--- src/rtl/branch_predictor_2bit.sv ---
// -----------------------------------------------------------------------------
// branch_predictor_2bit
// Dynamic branch predictor for the 3-stage core. A table of 2-bit saturating
// counters, indexed by PC, gives a same-cycle guess for the stage-1 branch.
// That guess is carried into stage 2 and the table is trained when stage 2
// resolves the branch. Also keeps the branch / correct-guess statistics
// counters read through MMIO.
//
// Ports:
//   clk, rst            core clock, async active-high reset
//   bp_enable           0 = always guess not-taken and freeze training
//   stall               freezes every register in the block
//   flush               stage-1 instruction killed; zeroes the carried guess
//   pc_guess            stage-1 PC
//   is_br_guess         stage-1 instruction is a conditional branch
//   br_pred_taken       combinational guess for stage 1
//   br_pred_taken_q     guess belonging to the stage-2 instruction
//   pc_check            stage-2 PC
//   is_br_check         stage-2 instruction is a conditional branch
//   br_taken_check      resolved outcome of the stage-2 branch
//   mispredict          stage-2 guess was wrong
//   cnt_clr             synchronous clear of both statistics counters
//   br_instr_counter    branches resolved
//   correct_br_counter  branches whose guess matched the outcome
// -----------------------------------------------------------------------------
module branch_predictor_2bit #(
   parameter int LINES   = 32,
   parameter int IDX_LSB = 2
) (
   input  logic        clk,
   input  logic        rst,
   input  logic        bp_enable,
   input  logic        stall,
   input  logic        flush,
   input  logic [31:0] pc_guess,
   input  logic        is_br_guess,
   output logic        br_pred_taken,
   output logic        br_pred_taken_q,
   input  logic [31:0] pc_check,
   input  logic        is_br_check,
   input  logic        br_taken_check,
   output logic        mispredict,
   input  logic        cnt_clr,
   output logic [31:0] br_instr_counter,
   output logic [31:0] correct_br_counter
);

   localparam int IDX_W = $clog2(LINES);

   logic [1:0]       table_q [LINES];
   logic [IDX_W-1:0] guess_idx;
   logic [IDX_W-1:0] check_idx;
   logic [1:0]       entry_chk;
   logic [1:0]       entry_d;
   logic             train_en;
   logic             pred_taken_d;
   logic [31:0]      br_instr_cnt_q;
   logic [31:0]      br_instr_cnt_d;
   logic [31:0]      correct_cnt_q;
   logic [31:0]      correct_cnt_d;
   logic             guess_ok;

   assign guess_idx = pc_guess[IDX_LSB +: IDX_W];
   assign check_idx = pc_check[IDX_LSB +: IDX_W];

   // Guess reads the pre-edge table; no bypass from a same-cycle update.
   assign br_pred_taken = bp_enable & is_br_guess & table_q[guess_idx][1];

   assign guess_ok   = (br_taken_check == br_pred_taken_q);
   assign mispredict = bp_enable & is_br_check & ~guess_ok;

   // Training: saturating increment on taken, decrement on not-taken.
   assign entry_chk = table_q[check_idx];
   assign train_en  = ~stall & bp_enable & is_br_check;

   always_comb begin
      entry_d = entry_chk;
      if (br_taken_check) begin
         if (entry_chk != 2'b11) entry_d = entry_chk + 2'b01;
      end else begin
         if (entry_chk != 2'b00) entry_d = entry_chk - 2'b01;
      end
   end

   always_ff @(posedge clk or posedge rst) begin
      if (rst) begin
         for (int i = 0; i < LINES; i++) table_q[i] <= 2'b01;
      end else if (train_en) begin
         table_q[check_idx] <= entry_d;
      end
   end

   // Carried guess; stall outranks flush.
   always_comb begin
      pred_taken_d = br_pred_taken_q;
      if (!stall) begin
         if (flush) pred_taken_d = 1'b0;
         else       pred_taken_d = br_pred_taken;
      end
   end

   // Statistics counters; clear outranks counting, both wrap mod 2^32.
   always_comb begin
      br_instr_cnt_d = br_instr_cnt_q;
      correct_cnt_d  = correct_cnt_q;
      if (!stall) begin
         if (cnt_clr) begin
            br_instr_cnt_d = '0;
            correct_cnt_d  = '0;
         end else if (is_br_check) begin
            br_instr_cnt_d = br_instr_cnt_q + 32'd1;
            if (guess_ok) correct_cnt_d = correct_cnt_q + 32'd1;
         end
      end
   end

   always_ff @(posedge clk or posedge rst) begin
      if (rst) begin
         br_pred_taken_q <= 1'b0;
         br_instr_cnt_q  <= '0;
         correct_cnt_q   <= '0;
      end else begin
         br_pred_taken_q <= pred_taken_d;
         br_instr_cnt_q  <= br_instr_cnt_d;
         correct_cnt_q   <= correct_cnt_d;
      end
   end

   assign br_instr_counter   = br_instr_cnt_q;
   assign correct_br_counter = correct_cnt_q;

endmodule

--- config.mk ---
export PLATFORM = sky130hd
export DESIGN_NAME = branch_predictor_2bit
export DESIGN_NICKNAME = d
export VERILOG_FILES = /design/src/rtl/branch_predictor_2bit.sv
export SDC_FILE = /design/constraint.sdc
export NUM_CORES = 1
export LEC_CHECK = 0
export BUFFER_PORTS_ARGS = -buffer_cell sky130_fd_sc_hd__buf_2
export CAP_MARGIN = 20
export CORE_UTILIZATION = 58
export CTS_CLUSTER_SIZE = 25
export DETAILED_ROUTE_END_ITERATION = 7
export PLACE_DENSITY = 0.93
export SLEW_MARGIN = 25
export SYNTH_ARGS = -nofsm -noshare
export SYNTH_HDL_FRONTEND = slang
export SYNTH_SLANG_ARGS = --single-unit
--- constraint.sdc ---
create_clock -name clk -period 11.5 [get_ports clk]
set_input_delay 1.15 -clock clk [delete_from_list [all_inputs] [get_ports clk]]
set_output_delay 1.15 -clock clk [all_outputs]
set_load 0.1 [all_outputs]
==> results of run 1 <==
sequential cells by signal, indices dropped and copies added, names as in the netlist:
register	count
table_q	64
br_instr_counter	32
correct_br_counter	32
br_pred_taken_q	1
layout make-up:
type | count | area share, %
clock buffer | 18 | 5.54
timing repair buffer | 89 | 6.14
sequential | 129 | 41.2
tap | 143 | 2.26
multi-input combinational | 443 | 42.3
inverter | 6 | 0.316
clock inverter | 14 | 2.24
how the worst max path moves through the flow:
stage                      from                         endpoint  slack (ns)
floorplan                   rst  br_instr_counter[0]$_DFFE_PP0P_        6.96
global placement    pc_check[2]          table_q[22]$_DFFE_PP1P_        7.00
detailed placement  pc_check[2]          table_q[26]$_DFFE_PP1P_        7.22
CTS                 pc_guess[2]                    br_pred_taken        7.24
global route        pc_guess[2]                    br_pred_taken        7.09
finish              pc_guess[2]                    br_pred_taken        7.24
Yosys cell counts, types with 12 or more instances:
library cell / n
dfrtp_1: 97
nor2_1: 78
mux2_2: 67
nand2_1: 43
xor2_1: 40
dfstp_2: 32
nand3_1: 26
mux2i_1: 25
clkbuf_1: 14
nand4_1: 14
mux4_2: 13
and3_1: 12
xnor2_1: 12
per-stage QoR:
| step | worst slack [ns] | hold WS [ns] | total power, uW | cells |
|---|---|---|---|---|
| after detailed placement | 7.22 | 0.518 | 623 | 810 |
| final | 7.24 | 0.534 | 1180 | 842 |
| after CTS | 7.24 | 0.531 | 1180 | 842 |
| after floorplan | 6.96 | 0.496 | 594 | 611 |
| after global placement | 7.00 | 0.509 | 613 | 808 |
| after global routing | 7.09 | 0.555 | 1220 | 842 |
cell usage in the layout (no fill, tap or decap), types with 11 or more instances in the layout:
master     netlist  final
nor2_1          78     78
o21ai_0         11     11
buf_2            4     85
clkbuf_16        0     17
mux2i_1         25     25
dfrtp_1         97     97
mux2_2          67     67
nand3_1         26     26
nand4_1         14     14
and3_1          12     12
xor2_1          40     40
mux4_2          13     13
nand2_1         43     43
dfstp_2         32     32
xnor2_1         12     12
per-layer routing:
layer  wire length, um  part of all wire, %
met3              1410                  8.3
met1              6490                   38
met4               508                  3.0
met5                 0                    0
met2              8610                   51
worst reg2reg max path: stages (launching register included):
cell,delay (ns)
dfstp_2,0.37
mux4_2,0.50
nor2b_1,0.17
a2111oi_2,0.43
a31oi_1,0.13
a21oi_4,0.67
mux2_2,0.31
power by group:
part / internal (uW) / total [uW] / switching (uW)
clock network: 350 / 564 / 214
logic: 38.9 / 126 / 87.1
registers: 477 / 492 / 14.9
total: 866 / 1180 / 316
cells by family after synthesis:
family                   share of synthesized area (%)
AO/OA/AOI/OAI                                     4.80
AND/OR/NAND/NOR                                   17.7
flip-flops                                        48.0
XOR/XNOR                                          6.69
multiplexers                                      19.1
adder cells (fa/ha/maj)                          0.368
buffers and inverters                             3.38
==> impl_metrics.ini, run 1 <==
[drt]
final_antenna_net_count = 0
routed_via_density = 6.39
drc = 0
drt_iter0_markers = 643
drt-total-wl_mm = 17.0
drt-wirelength-per-cell_um = 20.2
vias = 5378
drt_first_pass_iters = 5

[grt]
grtUsageMet2_pct = 48.3
grtUsageMet3_pct = 7.82
globalRouteOverflowTotal = 0
grt_max_degree = 79
grt_pass1_wl_mm = 26.2
grt_usage_pct = 28.6
antenna_found_initial = 0
first_global_vias = 5330
use_met1_pct = 34.2
grt_busiest_layer = met2

[clock_network]
cts_tree = built
cts.reportedPaths.clkPinSlew_ns = 0.06
cts-root-buf = clkbuf_16
clock-sinks = 129
cts_buffers = 17
cts_hold_buf = 0
post_cts_buffers = 0
cts_max_level = 4
clockBufferDepth = 2
clk_latency_ns = 0.42
cts_resized = 0

[placed_design]
dp_hpwl_mm = 10.8
gp_congestion = 0.950
numPortBuffers = 85
placed_cell_area_um2 = 7300

[synth]
synth.avg_cell_area_um2 = 11.1
yosys.area.top_type = dfrtp_1
seq_area_frac_synth_pct = 48.0
yosysTopAreaCellShare_pct = 35.7
synth-seq-cells = 129
synth_warnings = 0
yosysUniqueCellTypes = 54
synth_edf_count = 0
yosys-top-cells-area = dfrtp_1 (36%), dfstp_2 (12%), mux2_2 (11%), xor2_1 (5.1%), mux4_2 (4.3%)
synth-main-ff-cell = dfrtp_1
syn-num-nets = 686
synthesis.area_um2 = 6810
synth_cells = 611
synthArstFlopShare_pct = 100

[critical_path]
critPathKind = input port to output port
path_delay_family = multiplexers
required_ns = 10.35
cp_cell_sequence = buf_2 -> mux4_2 -> mux2_2 -> o311ai_0 -> a31oi_1 -> o21a_1 -> buf_2
worst-r2r-setup-slack_ns = 8.87
crit_top_cell = buf_2
rr_endpoint = table_q[50]$_DFFE_PP1P_
arrival_ns = 3.11
cpMaxStageDelayCell = mux4_2
cp_num_cells = 7
worstPathMaxFanout = 8
reg2regPathDepth = 6
critPathCaptureType = output port
cp_num_buf_inv = 2
r2r-start = table_q[48]$_DFFE_PP1P_
startpoint_type = input port
slowest_delay_ns = 0.54

[die]
rows = 39
die_w_um = 110
die_h_um = 110
start_util_pct = 59.6
die_area_um2 = 12200
pin_count = 140
coreArea_um2 = 11400

[timing]
rsz0062_at_grt = false
finalHoldViolCount = 0
fin_crit_sh_pct = 37.0
fmax_ghz = 0.235
slew_headroom_pct = 34.3
finalSetupViolCount = 0
period_needed_ns = 4.26
fin_setup_tns_ns = 0
slew_violations = 0
worst_pin_slew_ns = 0.986
fin_worst_skew_ns = 0.00851

[cells_and_area]
regArea_um2 = 3270
syn_to_final_growth_pct = 16.5
fin_util_pct = 69.5
final_layout_size_suffix_gt1_share_pct = 37.2
fillers = 746
n_antenna_cell = 0
final_cell_area_um2 = 7930
multi_input_area_um2 = 3360
final_nets = 761

[hold_path]
min-delay-start = table_q[23]$_DFFE_PP0P_
hold_class = flip-flop to flip-flop
hold_path_depth = 1
hold_path_end = table_q[23]$_DFFE_PP0P_

[run_status]
outcome = completed

[power_and_ir_drop]
peakVddDrop_v = 0.000123
total_leakage_power_uw = 0.00370
p_per_area_nw_per_um2 = 149

[job]
maxCapViolations = 0
Power figures use the tool's default switching activity.
==> run 2, diff against run 1 <==
CORE_UTILIZATION = 50   (was 58)
PLACE_DENSITY = 0.86   (was 0.93)
clock period = 3.7 ns   (was 11.5 ns; I/O delays follow)
==> run 2 against run 1 <==
  * Utilization down 9.5 points
  * Combinational power rose to 3.1 times the previous value
  * Register-to-register slack worse by 7.5 ns
  * Via count is 0.84% lower
  * Sequential power rose to 3.1 times the previous value
  * Critical path depth down 1
  * Critical endpoint unchanged
==> impl_metrics.ini, run 2 (same netlist as run 1, synthesis figures left out) <==
[run_status]
outcome = completed

[die]
die_h_um = 119
rows = 42
pin_count = 140
coreArea_um2 = 13200
start_util_pct = 51.4
die_w_um = 119
die_area_um2 = 14100

[placed_design]
placed_cells = 850
gp_congestion = 0.851
dp_hpwl_mm = 11.0
numPortBuffers = 85

[clock_network]
cts_buffers = 17
clk_latency_ns = 0.41
cts_max_level = 4
cts_tree = built
cts.reportedPaths.clkPinSlew_ns = 0.06
cts_hold_buf = 0
clock-sinks = 129
clockBufferDepth = 2
cts-root-buf = clkbuf_16
cts_resized = 0
post_cts_buffers = 0

[cells_and_area]
final_nets = 768
n_antenna_cell = 0
final_cells = 881
final_common_cell = dfrtp_1
largest_register = table_q
layout.cells.most_common_list = dfrtp_1 (97), buf_2 (85), nor2_1 (78), mux2_2 (67), nand2_1 (43)
largest_register_ffs = 64
final_layout_size_suffix_gt1_share_pct = 37.3
syn_to_final_growth_pct = 16.6
fillers = 1034

[drt]
vias = 5333
drc = 0
drt-total-wl_mm = 16.2
final_antenna_net_count = 0
drt_iter0_markers = 482
drt-wirelength-per-cell_um = 18.3
routed_via_density = 6.05
drt_first_pass_iters = 5

[power_and_ir_drop]
total_leakage_power_uw = 0.00369
peakVddDrop_v = 0.000384
p_per_area_nw_per_um2 = 436

[critical_path]
startpoint_type = flip-flop
path_delay_family = multiplexers
critPathCaptureType = output port
cp_num_buf_inv = 1
r2r-start = br_instr_counter[6]$_DFFE_PP0P_
required_ns = 3.33
crit_start = table_q[57]$_DFFE_PP0P_
critPathKind = flip-flop to output port
cp_cell_sequence = mux4_2 -> mux2_2 -> o311ai_0 -> a31oi_1 -> o21a_1 -> buf_2
slowest_delay_ns = 0.48
cpMaxStageDelayCell = mux4_2
worstPathMaxFanout = 3
arrival_ns = 2.39

[timing]
finalHoldViolCount = 0
worst_pin_slew_ns = 0.874
slew_headroom_pct = 41.6
fin_worst_skew_ns = 0.00975
period_needed_ns = 2.76
fin_crit_sh_pct = 74.6
slew_violations = 0
finalSetupViolCount = 0
fmax_ghz = 0.362
rsz0062_at_grt = false
fin_setup_tns_ns = 0

[grt]
globalRouteOverflowTotal = 0
grt_max_degree = 90
grt_usage_pct = 24.3
first_global_vias = 5468
grt_pass1_wl_mm = 27.0
antenna_found_initial = 0

[job]
maxCapViolations = 0

[hold_path]
hold_class = input port to asynchronous set/reset pin
run 2: cell types whose count changed in the layout (fill, tap and decap cells not counted), sizes merged:
cell      delta
clkinvlp     +2
bufinv       -2
inv          -5
buf          +7
clkbuf       +3
clkinv       +1
run 2: final timing paths:
check,to,slack (ns),cells past startpoint
worst max-delay path,br_pred_taken,0.94,6
worst min-delay path,table_q[31]$_DFFE_PP0P_,0.14,2
worst max register to register,br_instr_counter[31]$_DFFE_PP0P_,1.39,5
worst min register to register,table_q[31]$_DFFE_PP0P_,0.53,1
max in group asynchronous,table_q[46]$_DFFE_PP1P_,2.61,3
min in group clk,br_instr_counter[2]$_DFFE_PP0P_,0.30,2
run 2: final cells by class:
class	instances	area (um2)	share of cell area, %
Clock buffer	21	460	5.80
Clock inverter	10	87.6	1.10
Inverter	6	26.3	0.331
Multi-Input combinational cell	443	3330	41.9
Sequential cell	129	3270	41.2
Tap cell	176	220	2.77
Timing Repair Buffer	96	548	6.91
run 2: metrics by stage:
| step | setup WS [ns] | hold slack, ns | cell area [um2] | util (%) | total power (uW) |
|---|---|---|---|---|---|
| 2_1_floorplan | 0.838 | 0.496 | 6810 | - | 1850 |
| 3_3_place_gp | 0.695 | 0.508 | 7340 | 55.4 | 1910 |
| 3_5_place_dp | 0.616 | 0.518 | 7380 | 55.8 | 1940 |
| 4_1_cts | 0.935 | 0.149 | 7930 | 59.9 | 3480 |
| 5_1_grt | 0.848 | 0.191 | 7940 | 59.9 | 3570 |
| 6_report | 0.940 | 0.138 | 7940 | 59.9 | 3460 |
run 2: layer usage:
layer  part of all wire [%]  global-route usage (%)  vias up
li1                       -                       -     2350
met1                     40                    30.0     2659
met2                     51                    41.2      290
met3                    7.6                    5.36       34
met4                    1.9                    10.1        0
met5                      0                       0        -
run 2: power breakdown:
group          leakage [uW]  internal, uW  switching [uW]
Clock              0.000268           949             591
Sequential          0.00168          1480            46.0
Combinational       0.00174           126             266
Total               0.00369          2560             903
==> run 3, diff against run 2 <==
clock period = 2.3 ns   (was 3.7 ns; I/O delays follow)
==> run 3 against run 2 <==
  * The flow now finishes with violations (hold timing, setup timing)
  * Sequential power increased by 61%
  * Cell area up 5.6%
  * Power up 72%
  * Count of clock-buffer cells in the layout down 3
  * Setup slack worse by 1.1 ns
  * Clock skew shrank 0.0027 ns
  * Critical path depth stayed put
  * Final cell count is 3.6% higher
  * Clock power up 82%
  * Sequential share of layout area shrank 1.8 points
  * First-iteration DRC count down 0.41%
==> impl_metrics.ini, run 3 (same netlist as run 1, synthesis figures left out) <==
[die]
coreArea_um2 = 13200
die_area_um2 = 14100
die_w_um = 119
rows = 42
start_util_pct = 51.4
pin_count = 140
die_h_um = 119

[critical_path]
arrival_ns = 2.22
worstPathMaxFanout = 3
critPathKind = flip-flop to output port
critPathCaptureType = output port
startpoint_type = flip-flop
required_ns = 2.07

[grt]
grt_pass1_wl_mm = 28.2
globalRouteOverflowTotal = 0
antenna_found_initial = 0
grt_usage_pct = 25.5
first_global_vias = 5658
grt_max_degree = 130

[timing]
fin_worst_skew_ns = 0.00705
slew_headroom_pct = 54.6
worst_slack_ns = -0.152
finalHoldViolCount = 2
fin_hold_ws_ns = -0.00239
fin_setup_tns_ns = -0.152
fmax_ghz = 0.408
worst_pin_slew_ns = 0.680
rsz0062_at_grt = true
period_needed_ns = 2.45
fin_crit_sh_pct = 107
slew_violations = 0
finalSetupViolCount = 1

[placed_design]
gp_congestion = 0.901
pre_cts_slack_ns = -0.186
numPortBuffers = 85
dp_hpwl_mm = 11.6

[clock_network]
clk_latency_ns = 0.42
cts-root-buf = clkbuf_16
clock-sinks = 129
cts.reportedPaths.clkPinSlew_ns = 0.06
clockBufferDepth = 2
cts_tree = built
cts_max_level = 4
cts_buffers = 17
cts_hold_buf = 0

[drt]
drt_iter0_markers = 480
drt-wirelength-per-cell_um = 18.6
drt-total-wl_mm = 17.0
routed_via_density = 5.92
drc = 0
drt_first_pass_iters = 4
final_antenna_net_count = 0
vias = 5405

[cells_and_area]
largest_register_ffs = 64
final_layout_size_suffix_gt1_share_pct = 44.8
layout.cells.most_common_list = buf_2 (84), nor2_1 (76), dfrtp_1 (69), mux2_2 (66), nand2_1 (43)
syn_to_final_growth_pct = 23.2
n_antenna_cell = 0
final_nets = 799
largest_register = table_q
final_common_cell = buf_2

[hold_path]
hold_class = input port to asynchronous set/reset pin

[power_and_ir_drop]
peakVddDrop_v = 0.000503
p_per_area_nw_per_um2 = 711
total_leakage_power_uw = 0.00385

[run_status]
violations = hold timing, setup timing
outcome = finished, violations left

[job]
maxCapViolations = 0
[run 3: cell count changes in the layout (fill, tap and decap cells not counted), sizes merged]
cell | before | now
buf | 96 | 127
clkinv | 7 | 4
bufinv | 1 | 3
clkbuf | 21 | 18
inv | 5 | 10
[run 3: layout make-up]
class / instances / area [um2]
clock buffer: 18 / 439
multi-input combinational: 443 / 3370
clock inverter: 14 / 179
tap: 176 / 220
sequential: 129 / 3300
fill: 961 / 4860
timing repair buffer: 127 / 843
inverter: 6 / 26.3
[run 3: path summary, 6_finish.rpt]
check / cells past startpoint / endpoint / slack (ns) / startpoint
worst max-delay path: 6 / br_pred_taken / -0.15 / table_q[59]$_DFFE_PP0P_
worst min-delay path: 3 / br_instr_counter[14]$_DFFE_PP0P_ / -0.002 / rst
worst max register to register: 5 / br_instr_counter[29]$_DFFE_PP0P_ / 0.07 / br_instr_counter[7]$_DFFE_PP0P_
worst min register to register: 1 / table_q[3]$_DFFE_PP0P_ / 0.53 / table_q[3]$_DFFE_PP0P_
max in group asynchronous: 3 / correct_br_counter[8]$_DFFE_PP0P_ / 1.73 / rst
min in group clk: 2 / br_instr_counter[2]$_DFFE_PP0P_ / 0.14 / cnt_clr
[run 3: where the power goes]
group	switching, uW	internal (uW)
Clock	1050	1750
Combinational	448	245
Sequential	75.9	2390
Total	1580	4380
[run 3: routing by layer]
metal	vias to the layer above	part of all wire [%]	track usage, %
met1	2724	41	31.4
met4	0	2.4	10.1
met2	236	51	43.2
met3	40	5.8	5.79
li1	2405	-	-
met5	-	0	0
[run 3: timing repair]
action,in CTS,in global routing
endpoints found under the hold margin,0,0
buffers inserted,0,4
setup endpoints to repair,1,16
pin swaps,0,1
resized for setup,9,1
[run 3: worst max-delay path, stage by stage, from the launching register on]
cell      delay [ns]
dfrtp_1         0.40
mux4_2          0.49
mux2_4          0.30
o311ai_4        0.22
a31oi_1         0.08
o21a_4          0.15
buf_12          0.16
[run 3: per-stage QoR]
step | cells | power, uW | util (%) | area, um2
5_1_grt | 913 | 6160 | 63.3 | 8380
6_report | 913 | 5960 | 63.3 | 8380
2_1_floorplan | 611 | 2980 | - | 6870
4_1_cts | 909 | 5990 | 63.0 | 8350
3_5_place_dp | 877 | 3170 | 58.1 | 7690
3_3_place_gp | 877 | 3130 | 58.1 | 7690
